===== config.mk =====
export PLATFORM = sky130hd
export DESIGN_NAME = wb_stage_flat
export DESIGN_NICKNAME = d
export VERILOG_FILES = /design/src/rtl/wb_stage_if.sv /design/src/rtl/wb_stage.sv /design/src/flat_wrapper.sv
export SDC_FILE = /design/constraint.sdc
export NUM_CORES = 1
export LEC_CHECK = 0
export CAP_MARGIN = 20
export CORE_UTILIZATION = 40
export CTS_BUF_LIST = sky130_fd_sc_hd__clkbuf_4 sky130_fd_sc_hd__clkbuf_8 sky130_fd_sc_hd__clkbuf_16
export CTS_CLUSTER_DIAMETER = 200
export DETAILED_ROUTE_END_ITERATION = 16
export PLACE_DENSITY = 0.76
export SETUP_SLACK_MARGIN = 0.5
export SYNTH_ARGS = -nofsm -noshare
export SYNTH_HDL_FRONTEND = slang
export SYNTH_SLANG_ARGS = --single-unit

===== constraint.sdc =====
create_clock -name clk -period 5.8 [get_ports clk]
set_clock_uncertainty 0.2 [all_clocks]
set_input_delay 0.58 -clock clk [delete_from_list [all_inputs] [get_ports clk]]
set_output_delay 0.58 -clock clk [all_outputs]
set_load 0.03 [all_outputs]

===== src/rtl/wb_stage_if.sv =====
// Writeback-stage bus: MEM-stage entry, long-latency result handshake, and register-bank write port.
interface wb_stage_if;
  logic        mem_valid;
  logic        mem_regwrite;
  logic        mem_memtoreg;
  logic [4:0]  mem_rd;
  logic [63:0] mem_alu_result;
  logic [63:0] mem_load_data;
  logic [2:0]  mem_funct3;
  logic        ll_valid;
  logic [4:0]  ll_rd;
  logic [63:0] ll_data;
  logic        ll_ready;
  logic        wb_stall;
  logic        regwrite;
  logic [4:0]  register3;
  logic [63:0] datain;

  modport master (
    output mem_valid, mem_regwrite, mem_memtoreg, mem_rd, mem_alu_result,
           mem_load_data, mem_funct3, ll_valid, ll_rd, ll_data,
    input  ll_ready, wb_stall, regwrite, register3, datain
  );

  modport slave (
    input  mem_valid, mem_regwrite, mem_memtoreg, mem_rd, mem_alu_result,
           mem_load_data, mem_funct3, ll_valid, ll_rd, ll_data,
    output ll_ready, wb_stall, regwrite, register3, datain
  );
endinterface


===== src/rtl/wb_stage.sv =====
// Writeback stage: load formatting and write-port arbitration between pipeline and long-latency unit.
// Optional macro WB_BYPASS_EN adds same-cycle write/read forwarding for the decode read ports.
module wb_stage #(
  parameter int STARVE_LIMIT = 8
) (
  input  logic        clk,
  input  logic        rst_n,
  wb_stage_if.slave   bus
`ifdef WB_BYPASS_EN
  ,
  input  logic [4:0]  rs1,
  input  logic [4:0]  rs2,
  input  logic [63:0] bank_dout1,
  input  logic [63:0] bank_dout2,
  output logic [63:0] fwd_dout1,
  output logic [63:0] fwd_dout2
`endif
);

  function automatic logic [63:0] fmt_load(input logic [63:0] d, input logic [2:0] a,
                                           input logic [2:0] f3);
    logic [7:0]  b;
    logic [15:0] h;
    logic [31:0] w;
    logic [63:0] r;
    b = d[{a, 3'b000} +: 8];
    h = d[{a[2:1], 4'b0000} +: 16];
    w = d[{a[2], 5'b00000} +: 32];
    case (f3)
      3'b000:  r = {{56{b[7]}}, b};
      3'b001:  r = {{48{h[15]}}, h};
      3'b010:  r = {{32{w[31]}}, w};
      3'b100:  r = {56'd0, b};
      3'b101:  r = {48'd0, h};
      3'b110:  r = {32'd0, w};
      default: r = d;
    endcase
    return r;
  endfunction

  logic        regwrite_p1;
  logic [4:0]  rd_p1;
  logic [63:0] data_p1;
  logic [7:0]  starve_cnt;
  logic        stall;
  logic        pw;
  logic        ll_ready_c;
  logic [63:0] pipe_data_p0;

  assign stall        = (starve_cnt == 8'(STARVE_LIMIT));
  assign pw           = bus.mem_valid & bus.mem_regwrite & (bus.mem_rd != 5'd0) & ~stall;
  assign ll_ready_c   = rst_n & ~pw;
  assign pipe_data_p0 = bus.mem_memtoreg
                      ? fmt_load(bus.mem_load_data, bus.mem_alu_result[2:0], bus.mem_funct3)
                      : bus.mem_alu_result;

  // MEM -> WB register boundary
  always_ff @(posedge clk or negedge rst_n) begin
    if (!rst_n) begin
      regwrite_p1 <= 1'b0;
      rd_p1       <= 5'd0;
      data_p1     <= 64'd0;
      starve_cnt  <= 8'd0;
    end else begin
      if (pw) begin
        regwrite_p1 <= 1'b1;
        rd_p1       <= bus.mem_rd;
        data_p1     <= pipe_data_p0;
      end else if (bus.ll_valid) begin
        regwrite_p1 <= (bus.ll_rd != 5'd0);
        rd_p1       <= bus.ll_rd;
        data_p1     <= bus.ll_data;
      end else begin
        regwrite_p1 <= 1'b0;
      end

      // Only a refused LL result ages; a handshake or an idle unit restarts the count.
      if (bus.ll_valid && !ll_ready_c) begin
        if (starve_cnt != 8'(STARVE_LIMIT))
          starve_cnt <= starve_cnt + 8'd1;
      end else begin
        starve_cnt <= 8'd0;
      end
    end
  end

  assign bus.ll_ready  = ll_ready_c;
  assign bus.wb_stall  = stall;
  assign bus.regwrite  = regwrite_p1;
  assign bus.register3 = rd_p1;
  assign bus.datain    = data_p1;

`ifdef WB_BYPASS_EN
  assign fwd_dout1 = (regwrite_p1 && (rd_p1 == rs1) && (rs1 != 5'd0)) ? data_p1 : bank_dout1;
  assign fwd_dout2 = (regwrite_p1 && (rd_p1 == rs2) && (rs2 != 5'd0)) ? data_p1 : bank_dout2;
`endif

endmodule


===== src/flat_wrapper.sv =====
// flat-port wrapper written by rule: the top's interface ports become plain ports
module wb_stage_flat 
#(
  parameter int STARVE_LIMIT = 8
)
  (clk, rst_n, bus_mem_valid, bus_mem_regwrite, bus_mem_memtoreg, bus_mem_rd, bus_mem_alu_result, bus_mem_load_data, bus_mem_funct3, bus_ll_valid, bus_ll_rd, bus_ll_data, bus_ll_ready, bus_wb_stall, bus_regwrite, bus_register3, bus_datain);
  wb_stage_if bus_i ();
  input  logic clk;
  input  logic rst_n;
  input wire logic [$bits(bus_i.mem_valid)-1:0] bus_mem_valid;
  input wire logic [$bits(bus_i.mem_regwrite)-1:0] bus_mem_regwrite;
  input wire logic [$bits(bus_i.mem_memtoreg)-1:0] bus_mem_memtoreg;
  input wire logic [$bits(bus_i.mem_rd)-1:0] bus_mem_rd;
  input wire logic [$bits(bus_i.mem_alu_result)-1:0] bus_mem_alu_result;
  input wire logic [$bits(bus_i.mem_load_data)-1:0] bus_mem_load_data;
  input wire logic [$bits(bus_i.mem_funct3)-1:0] bus_mem_funct3;
  input wire logic [$bits(bus_i.ll_valid)-1:0] bus_ll_valid;
  input wire logic [$bits(bus_i.ll_rd)-1:0] bus_ll_rd;
  input wire logic [$bits(bus_i.ll_data)-1:0] bus_ll_data;
  output wire logic [$bits(bus_i.ll_ready)-1:0] bus_ll_ready;
  output wire logic [$bits(bus_i.wb_stall)-1:0] bus_wb_stall;
  output wire logic [$bits(bus_i.regwrite)-1:0] bus_regwrite;
  output wire logic [$bits(bus_i.register3)-1:0] bus_register3;
  output wire logic [$bits(bus_i.datain)-1:0] bus_datain;
  assign bus_i.mem_valid = bus_mem_valid;
  assign bus_i.mem_regwrite = bus_mem_regwrite;
  assign bus_i.mem_memtoreg = bus_mem_memtoreg;
  assign bus_i.mem_rd = bus_mem_rd;
  assign bus_i.mem_alu_result = bus_mem_alu_result;
  assign bus_i.mem_load_data = bus_mem_load_data;
  assign bus_i.mem_funct3 = bus_mem_funct3;
  assign bus_i.ll_valid = bus_ll_valid;
  assign bus_i.ll_rd = bus_ll_rd;
  assign bus_i.ll_data = bus_ll_data;
  assign bus_ll_ready = bus_i.ll_ready;
  assign bus_wb_stall = bus_i.wb_stall;
  assign bus_regwrite = bus_i.regwrite;
  assign bus_register3 = bus_i.register3;
  assign bus_datain = bus_i.datain;
  wb_stage #(.STARVE_LIMIT(STARVE_LIMIT)) u_core (.clk(clk), .rst_n(rst_n), .bus(bus_i));
endmodule

==> results of run 1 <==
==> flip-flops by register name, indices dropped and copies added (netlist names) <==
signal	flops
u_core.bus.register3	5
u_core.starve_cnt	8
u_core.bus.regwrite	1
u_core.bus.datain	64
==> stage by stage <==
step	worst slack [ps]	hold slack, ps	std cells
3_3_place_gp	2180	327	1153
5_1_grt	2170	32.4	1170
2_1_floorplan	3340	84.4	724
3_5_place_dp	2090	344	1153
4_1_cts	2360	13.8	1169
6_report	2360	8.97	1170
==> synth_stat cells (all sizes together), types with 4 or more instances <==
master,count
dfrtp,78
o21ai,69
mux2i,58
nand2b,58
a21oi,53
buf,43
a22oi,40
clkbuf,37
a221oi,36
nor3,32
nand2,30
nand3,19
a21o,13
a31o,13
nor2,13
o211ai,13
a31oi,11
mux4,11
a311o,10
inv,8
and3,7
or3,7
nand3b,6
nor2b,6
a22o,5
mux2,4
o221ai,4
o22ai,4
xor2,4
==> routing by layer <==
layer  up-vias  track usage  routed length, um
met5         -            0                  0
met4         0       0.0985                632
met3        41       0.0697               2110
met2       343        0.472              11800
met1      3348        0.380              10300
li1       3226            -                  -
==> cell families (layout without fill, tap and decap cells) <==
kind of cell | after synthesis | after routing | share of synthesized area
xor+xnor | 7 | 7 | 0.00935
flops | 78 | 78 | 0.298
fa+ha+maj | 2 | 2 | 0.00381
mux | 73 | 73 | 0.133
buf+inv | 88 | 318 | 0.0694
simple gates | 190 | 190 | 0.159
compound gates | 286 | 286 | 0.327
==> layout by cell type (no fill, tap or decap), types with 7 or more instances in the layout <==
| master | count |
|---|---|
| a21o_1 | 13 |
| a21oi_1 | 53 |
| a221oi_2 | 32 |
| a22oi_1 | 40 |
| a311o_1 | 10 |
| a31o_1 | 13 |
| a31oi_1 | 10 |
| and3_1 | 7 |
| buf_4 | 13 |
| clkbuf_16 | 9 |
| clkdlybuf4s50_1 | 277 |
| dfrtp_1 | 78 |
| inv_1 | 8 |
| mux2i_1 | 58 |
| mux4_2 | 11 |
| nand2_1 | 30 |
| nand2b_1 | 58 |
| nand3_1 | 19 |
| nor2_1 | 13 |
| nor3_1 | 32 |
| o211ai_1 | 13 |
| o21ai_0 | 69 |
| or3_1 | 7 |
==> layout make-up <==
type	count	area, um2	share of cell area
Sequential cell	78	1950	0.202
Inverter	8	30.0	0.00311
Clock buffer	11	246	0.0256
Multi-Input combinational cell	558	4180	0.433
Timing Repair Buffer	294	2910	0.302
Tap cell	216	270	0.0280
Clock inverter	5	58.8	0.00610
==> power by group <==
| part | internal, mW | switching (mW) |
|---|---|---|
| Combinational | 0.403 | 0.441 |
| Clock | 0.350 | 0.241 |
| Sequential | 0.613 | 0.0410 |
| Total | 1.37 | 0.722 |
==> worst max-delay path by stage <==
stage | slack (ps) | depth (start not counted) | to
after floorplan | 3340 | 6 | bus_wb_stall
after global placement | 2180 | 8 | u_core.bus.datain[35]$_DFFE_PN0P_
after detailed placement | 2090 | 8 | u_core.bus.datain[60]$_DFFE_PN0P_
after CTS | 2360 | 6 | bus_ll_ready
after global routing | 2170 | 8 | u_core.bus.datain[53]$_DFFE_PN0P_
final | 2360 | 8 | u_core.bus.datain[60]$_DFFE_PN0P_
==> results.cfg, run 1 <==
[clock_tree]
cts-hold-fix-buffers = 0
cts.sinks = 78
cts.path.max_buffers = 2
cts-htree-levels = 3
ctsRootBufferMaster = clkbuf_16
tritoncts = yes
cts_inserted_buffers = 9
worst_setup_hold_path_clk_slew_ps = 70
worst_skew_pair.late_latency_ps = 340
cts.repair.resized = 0
cts_setup_buffers = 0

[grt]
first_global_vias = 6614
initial_antenna_violation_count = 0
globalRouteTotalUtil = 0.291
grt_max_degree = 91
grt_pass1_wl_um = 37300
global_route.overflow_total = 0

[die]
die_height_um = 130
initial_standard_cell_utilization_of_the_core = 0.411
core-area_mm2 = 0.0159
num_rows = 46
die_area_mm2 = 0.0169
ioPinCount = 283
die-width_um = 130

[synth]
seq_area_frac_synth = 0.298
synth_fp_nets = 937
synthesized_instance_count = 724
ys_ff_latch = 78
synth_largest_type_area_fraction = 0.298
synth.top_cells.by_area = dfrtp_1, mux2i_1, a221oi_2
synth_edf_count = 0
synthesis.area_per_instance_um2 = 9.06
yosysWarnings = 0
synthesis.area_mm2 = 0.00656
synth-async-reset-ratio = 1.00
yosys.area.top_type = dfrtp_1
ys_dominant_reg_cell = dfrtp_1
netlist-cell-type-count = 56

[worst_hold_path]
min-delay-path-class = input port to async pin

[layout]
layout-drive-gt1-share = 0.0954
fill_cells = 1431
areaGrowthSynthToFinish_pct = 47.1
finalInstanceArea_mm2 = 0.00965
final_core_utilization = 0.605
num_antenna_cells = 0
layout.nets = 1162

[flow_run]
max_cap_violations = 0

[drt]
antenna_left = 0
avgRoutedWirePerCell_um = 21.2
routed-via-count = 6958
first_pass_iters = 5
wl_um = 24800
drcViolationCount = 0
iter_0_drt_violations = 440
drt-vias-per-instance = 5.95

[setup_path]
crit_path_max_fanout = 32
r2r_start = u_core.starve_cnt[1]$_DFFE_PN0P_
critical_path.slowest_cell = nor2b_1
timing.critical_path.to_type = register
reg2regPathDepth = 7
crit_chain = clkdlybuf4s50_1, buf_4, nor2b_1, nand3b_2, o311ai_1, nor2b_4, buf_4, a221oi_2
critical_path.top_delay_family = simple AND/OR/NAND/NOR gates
critical_path_arrival_ps = 3490
critical_path.max_stage_delay_ps = 670
buffering_stage_count_on_the_worst_path_with_inverters_included = 3
timing_worst_setup_path_type = input port to register
critical_register_to_register_path_endpoint = u_core.bus.datain[32]$_DFFE_PN0P_
critical_path.startpoint_type = input port
startpoint = bus_mem_funct3[0]
timing.critical_path.mode_cell = buf_4
ff2ff_setup_slack_ps = 2710
cp_data_required_time_ps = 5860

[timing]
period_minus_slack_ps = 3440
max-slew-margin-rel = 0.310
sum_neg_setup_slack_ps = 0
setup_repair_after_global_routing_missed_its_margin = no
finalSetupViolations = 0
maxClockFrequency_ghz = 0.291
period_share = 0.593
worst_pin_slew_ps = 1030
timing.final.max_slew_violations = 0
finalHoldViolCount = 0

[place]
io_buffer_count = 282
postPlaceCellArea_mm2 = 0.00931
dp.final_hpwl_um = 18200
gp_congestion = 0.899

[power_and_ir_drop]
static_power_due_to_leakage_nw = 3.82
irDropWorstVdd_mv = 0.139
power.total_mw = 2.09
power-per-cell-area_mw_per_mm2 = 217

[status]
status = finished clean
Note: power is estimated with default switching activity, not from simulation.
==> run 2: changes to the inputs <==
--- a/config.mk
+++ b/config.mk
@@ -6,11 +6,11 @@
 export NUM_CORES = 1
 export LEC_CHECK = 0
 export CAP_MARGIN = 20
-export CORE_UTILIZATION = 40
+export CORE_UTILIZATION = 39
 export CTS_BUF_LIST = sky130_fd_sc_hd__clkbuf_4 sky130_fd_sc_hd__clkbuf_8 sky130_fd_sc_hd__clkbuf_16
 export CTS_CLUSTER_DIAMETER = 200
 export DETAILED_ROUTE_END_ITERATION = 16
-export PLACE_DENSITY = 0.76
+export PLACE_DENSITY = 0.78
 export SETUP_SLACK_MARGIN = 0.5
 export SYNTH_ARGS = -nofsm -noshare
 export SYNTH_HDL_FRONTEND = slang
==> constraint.sdc (replaced) <==
create_clock -name clk -period 3.1 [get_ports clk]
set_clock_uncertainty 0.2 [all_clocks]
set_input_delay 0.31 -clock clk [delete_from_list [all_inputs] [get_ports clk]]
set_output_delay 0.31 -clock clk [all_outputs]
set_load 0.03 [all_outputs]
==> run 2 against run 1 <==
  * Total power is 91% higher
  * Die area rose by 2.5%
  * Combinational power rose by 94%
  * Non-clock buffer count up 29
  * Clock power up 91%
  * Highest routed layer unchanged
==> results.cfg, run 2 (synthesized netlist as in run 1, its figures left out) <==
[layout]
layout.cells.non_filler = 1203
areaGrowthSynthToFinish_pct = 52.1
flip_flop_count_of_the_largest_register_all_copies_and_words_added = 64
layout.nets = 1191
commonest_cells_after_routing_fill_and_taps_aside = clkdlybuf4s50_1, dfrtp_1, o21ai_0, nand2b_1, mux2i_1
num_antenna_cells = 0
fill_cells = 1461
final_core_utilization = 0.604
layout-drive-gt1-share = 0.124
mostFrequentLayoutCell = clkdlybuf4s50_1

[setup_path]
critical_path_arrival_ps = 2060
crit_chain = inv_1, ha_1, or4b_4, o221ai_4, buf_12, and2_4, buf_6
critical_path.slowest_cell = or4b_4
critical_path.startpoint_type = register
cp_data_required_time_ps = 2590
ff2ff_setup_slack_ps = 600
critical_path.max_stage_delay_ps = 480
timing_worst_setup_path_type = register to primary output
timing.critical_path.to_type = primary output
crit_path_max_fanout = 3

[grt]
global_route.overflow_total = 0
grt_use_met2 = 0.501
grt_use_met1 = 0.360
grt_max_degree = 71
grt_pass1_wl_um = 39600
layer_with_the_highest_usage_after_global_routing = met2
globalRouteTotalUtil = 0.298
globalRouteMet3Util = 0.0806
first_global_vias = 7059
initial_antenna_violation_count = 0

[clock_tree]
worst_setup_hold_path_clk_slew_ps = 70
cts.sinks = 78
cts.path.max_buffers = 2
ctsRootBufferMaster = clkbuf_16
cts_inserted_buffers = 9
worst_skew_pair.late_latency_ps = 350
tritoncts = yes
cts-htree-levels = 3

[timing]
finalSetupViolations = 0
setup_repair_after_global_routing_missed_its_margin = yes
maxClockFrequency_ghz = 0.388
final_critical_path_setup_slack_ps = 525
period_share = 0.830
period_minus_slack_ps = 2570
sum_neg_setup_slack_ps = 0
max-slew-margin-rel = 0.489
worst_pin_slew_ps = 767
finalHoldViolCount = 0
timing.final.max_slew_violations = 0

[die]
initial_standard_cell_utilization_of_the_core = 0.397
die-width_um = 132
core-area_mm2 = 0.0165
die_height_um = 132
die_area_mm2 = 0.0173
num_rows = 47
ioPinCount = 283

[drt]
drcViolationCount = 0
antenna_left = 0
first_pass_iters = 5
iter_0_drt_violations = 468
avgRoutedWirePerCell_um = 21.4
drt-vias-per-instance = 5.94
routed-via-count = 7151
wl_um = 25800

[place]
dp.final_hpwl_um = 19400
io_buffer_count = 282
placement.setup.worst_slack_ps = 421
gp_congestion = 0.885
placed_cells_incl_taps = 1179

[flow_run]
max_cap_violations = 0

[status]
status = finished clean

[worst_hold_path]
min-delay-path-class = input port to async pin

[power_and_ir_drop]
irDropWorstVdd_mv = 0.276
static_power_due_to_leakage_nw = 4.01
power-per-cell-area_mw_per_mm2 = 400
-- run 2: cell types whose count changed in the layout (fill, tap and decap cells not counted), moves of 2 or more --
cell / before / now
clkdlybuf4s50_1: 277 / 275
buf_4: 13 / 34
inv_6: 0 / 2
buf_12: 0 / 5
-- run 2: what timing repair did --
action	in CTS	in global routing
setup endpoints to repair	3	6
hold buffers	1	0
buffers inserted	5	0
resized for setup	7	2
hold endpoints to repair	28	0
cloned	1	1
pin swaps	1	0
-- run 2: layout make-up --
| cell class | instances | area, um2 | share of cell area |
|---|---|---|---|
| Clock inverter | 7 | 80.1 | 0.00803 |
| Clock buffer | 9 | 225 | 0.0226 |
| Tap cell | 220 | 275 | 0.0276 |
| Sequential cell | 78 | 1950 | 0.196 |
| Timing Repair Buffer | 323 | 3240 | 0.324 |
| Inverter | 8 | 30.0 | 0.00301 |
| Multi-Input combinational cell | 558 | 4180 | 0.419 |
-- run 2: final timing paths --
path                                                  start                                end  cells past startpoint
max                        u_core.starve_cnt[1]$_DFFE_PN0P_                       bus_ll_ready                      7
min                                                   rst_n  u_core.bus.datain[26]$_DFFE_PN0P_                      2
max reg2reg                u_core.starve_cnt[1]$_DFFE_PN0P_  u_core.bus.datain[32]$_DFFE_PN0P_                      8
min reg2reg                u_core.starve_cnt[6]$_DFFE_PN0P_   u_core.starve_cnt[6]$_DFFE_PN0P_                      2
max in group asynchronous                             rst_n  u_core.bus.datain[30]$_DFFE_PN0P_                      3
min in group clk                           bus_mem_memtoreg  u_core.bus.datain[11]$_DFFE_PN0P_                      4
-- run 2: critical path: cells and delay by family, from the launching register on --
kind | cells | cell delay [ps]
flip-flops | 1 | 390
buffers and inverters | 3 | 340
AND/OR/NAND/NOR | 2 | 610
AO/OA/AOI/OAI | 1 | 240
adder cells (fa/ha/maj) | 1 | 130
-- run 2: stage by stage --
stage	instance area [um2]	power [mW]	hold slack, ps
2_1_floorplan	6560	2.09	-186
3_3_place_gp	9560	2.83	89.0
3_5_place_dp	9560	2.85	93.2
4_1_cts	9940	4.00	227
5_1_grt	9980	4.16	290
6_report	9980	4.00	238
-- run 2: power by group --
group / total (mW) / switching, mW / internal (mW)
clock network: 1.13 / 0.498 / 0.636
logic: 1.64 / 0.840 / 0.798
registers: 1.22 / 0.0773 / 1.15
-- run 2: layer usage --
metal	share of wire	vias up
li1	-	3298
met1	0.40	3464
met2	0.49	342
met3	0.080	47
met4	0.030	0
met5	0	-
